File: config.mk
export PLATFORM = sky130hd
export DESIGN_NAME = comp_branch_ctrl_flat
export DESIGN_NICKNAME = d
export VERILOG_FILES = /design/src/rtl/comp_branch_ctrl_if.sv /design/src/rtl/comp_branch_ctrl.sv /design/src/flat_wrapper.sv
export SDC_FILE = /design/constraint.sdc
export NUM_CORES = 1
export LEC_CHECK = 0
export ABC_CLOCK_PERIOD_IN_PS = 4900
export BUFFER_PORTS_ARGS = -buffer_cell sky130_fd_sc_hd__buf_4
export CAP_MARGIN = 0
export CORE_UTILIZATION = 40
export DETAILED_ROUTE_END_ITERATION = 8
export GPL_TIMING_DRIVEN = 0
export SYNTH_ARGS = -nofsm -noshare
export SYNTH_HDL_FRONTEND = slang
export SYNTH_SLANG_ARGS = --single-unit
export TNS_END_PERCENT = 5
File: constraint.sdc
create_clock -name clk -period 4.9 [get_ports clk]
set_input_delay 0.49 -clock clk [delete_from_list [all_inputs] [get_ports clk]]
set_output_delay 0.49 -clock clk [all_outputs]
set_load 0.01 [all_outputs]
File: src/rtl/comp_branch_ctrl_if.sv
// comp_branch_ctrl_if
//   Branch request/response bundle between the issue stage / PC logic and
//   comp_branch_ctrl.
//   Request side : i_br_valid, o_br_ready, i_br_sel, i_br_inv, i_br_tag, i_flush
//   Response side: o_res_valid, i_res_ready, o_res_taken, o_res_err, o_res_tag
//   master = issue/PC side, slave = comp_branch_ctrl.
interface comp_branch_ctrl_if #(
  parameter int TAG_W = 4
);
  logic             i_br_valid;
  logic             o_br_ready;
  logic [3:0]       i_br_sel;
  logic             i_br_inv;
  logic [TAG_W-1:0] i_br_tag;
  logic             i_flush;
  logic             o_res_valid;
  logic             i_res_ready;
  logic             o_res_taken;
  logic             o_res_err;
  logic [TAG_W-1:0] o_res_tag;

  modport master (
    output i_br_valid, i_br_sel, i_br_inv, i_br_tag, i_flush, i_res_ready,
    input  o_br_ready, o_res_valid, o_res_taken, o_res_err, o_res_tag
  );

  modport slave (
    input  i_br_valid, i_br_sel, i_br_inv, i_br_tag, i_flush, i_res_ready,
    output o_br_ready, o_res_valid, o_res_taken, o_res_err, o_res_tag
  );
endinterface

File: src/rtl/comp_branch_ctrl.sv
// comp_branch_ctrl
//   Resolves branch conditions against the 12-bit compare register. Tracks
//   outstanding CMPs, holds each branch until every CMP older than it has
//   written back, then selects (and optionally inverts) one condition bit and
//   returns taken/not-taken on a valid/ready response channel.
// Ports
//   clk         : clock, rising edge
//   reset       : asynchronous, active-low reset
//   i_cmp_issue : pulse, CMP dispatched to the ALU
//   i_cmp_wb    : pulse, compare register takes new flags at this edge
//   i_comp_reg  : compare register {ALWAYS, NEVER, 10 ALU flags}
//   o_cmp_full  : outstanding CMP count at MAX_PEND, issue must hold CMPs
//   o_pending   : outstanding CMP count
//   o_seq_err   : sticky, issue while full or write-back while nothing pending
//   br          : branch request / response bundle (slave side)
module comp_branch_ctrl #(
  parameter int MAX_PEND = 3,
  parameter int TAG_W    = 4,
  parameter int TIMEOUT  = 15
) (
  input  logic        clk,
  input  logic        reset,
  input  logic        i_cmp_issue,
  input  logic        i_cmp_wb,
  input  logic [11:0] i_comp_reg,
  output logic        o_cmp_full,
  output logic [1:0]  o_pending,
  output logic        o_seq_err,
  comp_branch_ctrl_if.slave br
);

  localparam logic [1:0] PEND_MAX = 2'(MAX_PEND);
  localparam logic [3:0] TMO_LAST = 4'(TIMEOUT - 1);

  typedef enum logic [1:0] {IDLE, WAIT, EVAL, RESP} state_t;

  state_t           state, state_nxt;
  logic [1:0]       pending, pending_nxt;
  logic [1:0]       wait_cnt, wait_cnt_nxt;
  logic [3:0]       timer, timer_nxt;
  logic [3:0]       sel_q, sel_nxt;
  logic             inv_q, inv_nxt;
  logic [TAG_W-1:0] tag_q, tag_nxt;
  logic             res_valid, res_valid_nxt;
  logic             res_taken, res_taken_nxt;
  logic             res_err, res_err_nxt;
  logic [TAG_W-1:0] res_tag, res_tag_nxt;
  logic             seq_err;
  logic             issue_ok, wb_ok;

  // Outstanding CMP bookkeeping. A write-back in the same cycle frees a slot,
  // so an issue at full is only rejected when no write-back accompanies it.
  always_comb begin
    issue_ok    = i_cmp_issue && ((pending != PEND_MAX) || i_cmp_wb);
    wb_ok       = i_cmp_wb && (pending != 2'd0);
    pending_nxt = pending + 2'(issue_ok) - 2'(wb_ok);
  end

  // Next-state and response logic. A branch only counts CMPs that are older
  // than it (including one issued in its accept cycle), so wait_cnt is a
  // snapshot of the post-update pending count and later issues never touch it.
  always_comb begin
    state_nxt     = state;
    wait_cnt_nxt  = wait_cnt;
    timer_nxt     = timer;
    sel_nxt       = sel_q;
    inv_nxt       = inv_q;
    tag_nxt       = tag_q;
    res_valid_nxt = res_valid;
    res_taken_nxt = res_taken;
    res_err_nxt   = res_err;
    res_tag_nxt   = res_tag;

    case (state)
      IDLE: begin
        if (br.i_br_valid && !br.i_flush) begin
          sel_nxt      = br.i_br_sel;
          inv_nxt      = br.i_br_inv;
          tag_nxt      = br.i_br_tag;
          wait_cnt_nxt = pending_nxt;
          timer_nxt    = 4'd0;
          state_nxt    = (pending_nxt == 2'd0) ? EVAL : WAIT;
        end
      end
      WAIT: begin
        timer_nxt = timer + 4'd1;
        if (i_cmp_wb && (wait_cnt != 2'd0)) begin
          wait_cnt_nxt = wait_cnt - 2'd1;
          if (wait_cnt == 2'd1) begin
            state_nxt = EVAL;
          end
        end
        // Completion in the final cycle wins over the timeout.
        if ((state_nxt != EVAL) && (timer == TMO_LAST)) begin
          state_nxt     = RESP;
          res_valid_nxt = 1'b1;
          res_taken_nxt = 1'b0;
          res_err_nxt   = 1'b1;
          res_tag_nxt   = tag_q;
        end
      end
      EVAL: begin
        state_nxt     = RESP;
        res_valid_nxt = 1'b1;
        res_tag_nxt   = tag_q;
        if (sel_q <= 4'd11) begin
          res_taken_nxt = i_comp_reg[sel_q] ^ inv_q;
          res_err_nxt   = 1'b0;
        end else begin
          res_taken_nxt = 1'b0;
          res_err_nxt   = 1'b1;
        end
      end
      RESP: begin
        if (br.i_res_ready) begin
          state_nxt     = IDLE;
          res_valid_nxt = 1'b0;
        end
      end
      default: state_nxt = IDLE;
    endcase

    // Flush abandons the in-flight branch; pending is untouched because the
    // flushed CMPs still write back later.
    if (br.i_flush && (state != IDLE)) begin
      state_nxt     = IDLE;
      res_valid_nxt = 1'b0;
      wait_cnt_nxt  = 2'd0;
      timer_nxt     = 4'd0;
    end
  end

  // State and datapath registers.
  always_ff @(posedge clk or negedge reset) begin
    if (!reset) begin
      state     <= IDLE;
      pending   <= 2'd0;
      wait_cnt  <= 2'd0;
      timer     <= 4'd0;
      sel_q     <= 4'd0;
      inv_q     <= 1'b0;
      tag_q     <= '0;
      res_valid <= 1'b0;
      res_taken <= 1'b0;
      res_err   <= 1'b0;
      res_tag   <= '0;
      seq_err   <= 1'b0;
    end else begin
      state     <= state_nxt;
      pending   <= pending_nxt;
      wait_cnt  <= wait_cnt_nxt;
      timer     <= timer_nxt;
      sel_q     <= sel_nxt;
      inv_q     <= inv_nxt;
      tag_q     <= tag_nxt;
      res_valid <= res_valid_nxt;
      res_taken <= res_taken_nxt;
      res_err   <= res_err_nxt;
      res_tag   <= res_tag_nxt;
      seq_err   <= seq_err | (i_cmp_issue && !issue_ok) | (i_cmp_wb && !wb_ok);
    end
  end

  assign o_cmp_full     = (pending == PEND_MAX);
  assign o_pending      = pending;
  assign o_seq_err      = seq_err;
  assign br.o_br_ready  = (state == IDLE);
  assign br.o_res_valid = res_valid;
  assign br.o_res_taken = res_taken;
  assign br.o_res_err   = res_err;
  assign br.o_res_tag   = res_tag;

endmodule
File: src/flat_wrapper.sv
// flat-port wrapper written by rule: the top's interface ports become plain ports
module comp_branch_ctrl_flat 
#(
  parameter int MAX_PEND = 3,
  parameter int TAG_W    = 4,
  parameter int TIMEOUT  = 15
)
  (clk, reset, i_cmp_issue, i_cmp_wb, i_comp_reg, o_cmp_full, o_pending, o_seq_err, br_i_br_valid, br_i_br_sel, br_i_br_inv, br_i_br_tag, br_i_flush, br_i_res_ready, br_o_br_ready, br_o_res_valid, br_o_res_taken, br_o_res_err, br_o_res_tag);
  comp_branch_ctrl_if #(.TAG_W(TAG_W)) br_i ();
  input  logic clk;
  input  logic reset;
  input  logic i_cmp_issue;
  input  logic i_cmp_wb;
  input  logic [11:0] i_comp_reg;
  output logic o_cmp_full;
  output logic [1:0] o_pending;
  output logic o_seq_err;
  input wire logic [$bits(br_i.i_br_valid)-1:0] br_i_br_valid;
  input wire logic [$bits(br_i.i_br_sel)-1:0] br_i_br_sel;
  input wire logic [$bits(br_i.i_br_inv)-1:0] br_i_br_inv;
  input wire logic [$bits(br_i.i_br_tag)-1:0] br_i_br_tag;
  input wire logic [$bits(br_i.i_flush)-1:0] br_i_flush;
  input wire logic [$bits(br_i.i_res_ready)-1:0] br_i_res_ready;
  output wire logic [$bits(br_i.o_br_ready)-1:0] br_o_br_ready;
  output wire logic [$bits(br_i.o_res_valid)-1:0] br_o_res_valid;
  output wire logic [$bits(br_i.o_res_taken)-1:0] br_o_res_taken;
  output wire logic [$bits(br_i.o_res_err)-1:0] br_o_res_err;
  output wire logic [$bits(br_i.o_res_tag)-1:0] br_o_res_tag;
  assign br_i.i_br_valid = br_i_br_valid;
  assign br_i.i_br_sel = br_i_br_sel;
  assign br_i.i_br_inv = br_i_br_inv;
  assign br_i.i_br_tag = br_i_br_tag;
  assign br_i.i_flush = br_i_flush;
  assign br_i.i_res_ready = br_i_res_ready;
  assign br_o_br_ready = br_i.o_br_ready;
  assign br_o_res_valid = br_i.o_res_valid;
  assign br_o_res_taken = br_i.o_res_taken;
  assign br_o_res_err = br_i.o_res_err;
  assign br_o_res_tag = br_i.o_res_tag;
  comp_branch_ctrl #(.MAX_PEND(MAX_PEND), .TAG_W(TAG_W), .TIMEOUT(TIMEOUT)) u_core (.clk(clk), .reset(reset), .i_cmp_issue(i_cmp_issue), .i_cmp_wb(i_cmp_wb), .i_comp_reg(i_comp_reg), .o_cmp_full(o_cmp_full), .o_pending(o_pending), .o_seq_err(o_seq_err), .br(br_i));
endmodule
==> metrics.txt <==
status completed; Flop pwr share 38.3%; static leakage 0.8990 nW; Setup TNS Final 0 ns; Mapped Area 0.001516 mm^2; Num CTS Buffers 3; first-pass GRT wire length 5.485 mm; Avg Synthesized Cell Area 10.68 um^2; Routed WL 3.088 mm; Yosys top cell by area dfrtp_1; CP endpoint kind register; core area 0.003661 mm^2; async set or reset register ratio after synthesis 100.0%; dpl cells 229; ant diodes 0; ys flop type dfrtp_1; RSZ-0062 raised after global routing no; Power Density 552.5 mW/mm^2; commonest non-fill, non-tap cells in the layout buf_4 (39), dfrtp_1 (27), mux2_2 (14); minimum clock period 1.988 ns; WL/cell 13.25 um; die area 0.004041 mm^2; worst-margin pin slew 0.4236 ns; number of antenna violations at the first check in global routing 0; area grow syn2layout 26.24%; Mapped Cells 142; final hold violations 0; Crit path required time 5.06 ns; clock-pin slew on the worst setup and hold paths 0.09 ns; # Post-CTS Setup Buffers 0; register area share after synthesis 44.55%; Total Power Consumption 1.058 mW; Max-cap violations 0; Worst-Skew Late Latency 0.27 ns; final slew viol count 0; CTS-repair resized insts 0; FF-to-FF Start u_core.o_pending[0]; Die Height 63.57 um; synth unique cells 37; largest net degree at the start of global routing 28; Tot GR Track Use 17.32%; Worst Path Max Fanout 4; Final #Nets 220; total congestion overflow 0; H-Tree Depth 1; HPWL after DPL 2.356 mm; Comb pwr share 49.7%; critical path type register to register; clock root buffer clkbuf_8; switching share of power 37.28%; Seq cells post-synth 27; CTS Hold Bufs 0; # rows 22; routability cong. 0.7763; Max-slew headroom 71.76%; chip width 63.57 um; Net Switching 0.3943 mW; Initial Util 41.42%; P_int 0.6634 mW; Finished Layout Cells 233; Yosys warning total 0; total number of vias 1224; number of flops mapped to enable cells by yosys 0; Highest Clock Rate 0.5030 GHz; 1st-pass router iterations 4; Worst EP arrival 2.15 ns; top post-synthesis cells by area dfrtp_1 (45%), mux2_2 (10%), ha_1 (5.0%); CTS tree yes; area share of the largest cell type after synthesis 44.55%; syn nets 176; crit path launch u_core.o_pending[0]; final hold slack 0.1138 ns; setup violators final 0; clock sink count 27; remaining antenna violation count 0; layout cells sized above 1 33.51%; Worst setup SP type register; Max clock buf depth 2; min-delay worst type input port to async pin; DRC 0; reg-to-reg slack, setup 2.91 ns; clock skew 0.005586 ns; VDD IR max 0.2025 mV; clock network power share 12.0%; vias in the first global route 1269; PortBufs 39; Ports 40; commonest non-fill, non-tap cell in the layout buf_4; drt initial violations 80; period utilisation layout 40.57%; number of vias per cell 5.253
power groups by stage:
| stage | Sequential, mW | Clock (mW) | Combinational [mW] |
|---|---|---|---|
| 2_1_floorplan | 0.410 | 0 | 0.354 |
| 3_3_place_gp | 0.404 | 0 | 0.521 |
| 3_5_place_dp | 0.411 | 0 | 0.532 |
| 4_1_cts | 0.405 | 0.134 | 0.532 |
| 5_1_grt | 0.421 | 0.144 | 0.594 |
| 6_report | 0.406 | 0.127 | 0.526 |
registers in the layout, summed over array words and instances, names as in the netlist:
register and count:
u_core.sel_q 4, u_core.tag_q 4, u_core.br.o_res_taken 1, u_core.br.o_res_valid 1
u_core.o_seq_err 1, u_core.inv_q 1, u_core.wait_cnt 2, u_core.br.o_res_err 1
u_core.br.o_res_tag 4, u_core.timer 4, u_core.o_pending 2, u_core.state 2
critical path, stage by stage (launching register included):
cell and delay, ns:
dfrtp_1 0.41, nor2_1 0.16, nor2b_1 0.07, ha_1 0.26, inv_1 0.05, ha_1 0.15, xor3_1 0.28, a21oi_1 0.17
nor2_1 0.06, mux2_2 0.27
stage by stage:
step / instance area, um^2 / util [%] / setup slack [ns]
3_5_place_dp: 1869 / 51.06 / 2.776
4_1_cts: 1914 / 52.29 / 2.907
2_1_floorplan: 1516 / - / 3.025
3_3_place_gp: 1869 / 51.06 / 2.792
5_1_grt: 1914 / 52.29 / 2.736
6_report: 1914 / 52.29 / 2.912
logic make-up after synthesis:
| family | count (synthesis) | synth area share, % |
|---|---|---|
| fa+ha+maj | 6 | 4.950 |
| xor+xnor | 1 | 1.567 |
| flops | 27 | 44.55 |
| mux | 20 | 16.50 |
| compound gates | 29 | 12.79 |
| simple gates | 42 | 15.18 |
| buf+inv | 17 | 4.455 |
synth_stat cells, types with 3 or more instances:
cell type	number
nor3_1	4
mux2_2	14
nor2_1	7
nand2_1	8
a31oi_1	3
dfrtp_1	27
nand3_1	5
o21ai_0	9
inv_1	12
nand2b_1	4
buf_2	3
nor2b_1	3
a21oi_1	3
ha_1	6
mux2i_1	4
layout make-up:
class | instances | area (um^2)
inverters | 12 | 45.04
plain buffers | 5 | 22.52
fillers | 352 | 1747
multi-input cells | 98 | 773.2
repair buffers | 39 | 292.8
clock buffers | 4 | 45.04
well taps | 48 | 60.06
flip-flops and latches | 27 | 675.6
worst paths after layout:
kind	cells after the start	end
setup / recovery	9	u_core.wait_cnt[1]
hold / removal	1	u_core.state[1]
setup reg to reg	9	u_core.wait_cnt[1]
hold reg to reg	1	u_core.o_seq_err
max in group asynchronous	1	u_core.sel_q[0]
min in group clk	3	u_core.sel_q[3]
metal layers:
| layer | share of wire [%] | track usage [%] | vias up |
|---|---|---|---|
| li1 | - | - | 600 |
| met1 | 45 | 21.58 | 590 |
| met2 | 51 | 29.79 | 29 |
| met3 | 3.1 | 2.174 | 5 |
| met4 | 1.2 | 7.386 | 0 |
| met5 | 0 | 0 | - |
No activity file was read; power rests on OpenSTA's default activity.
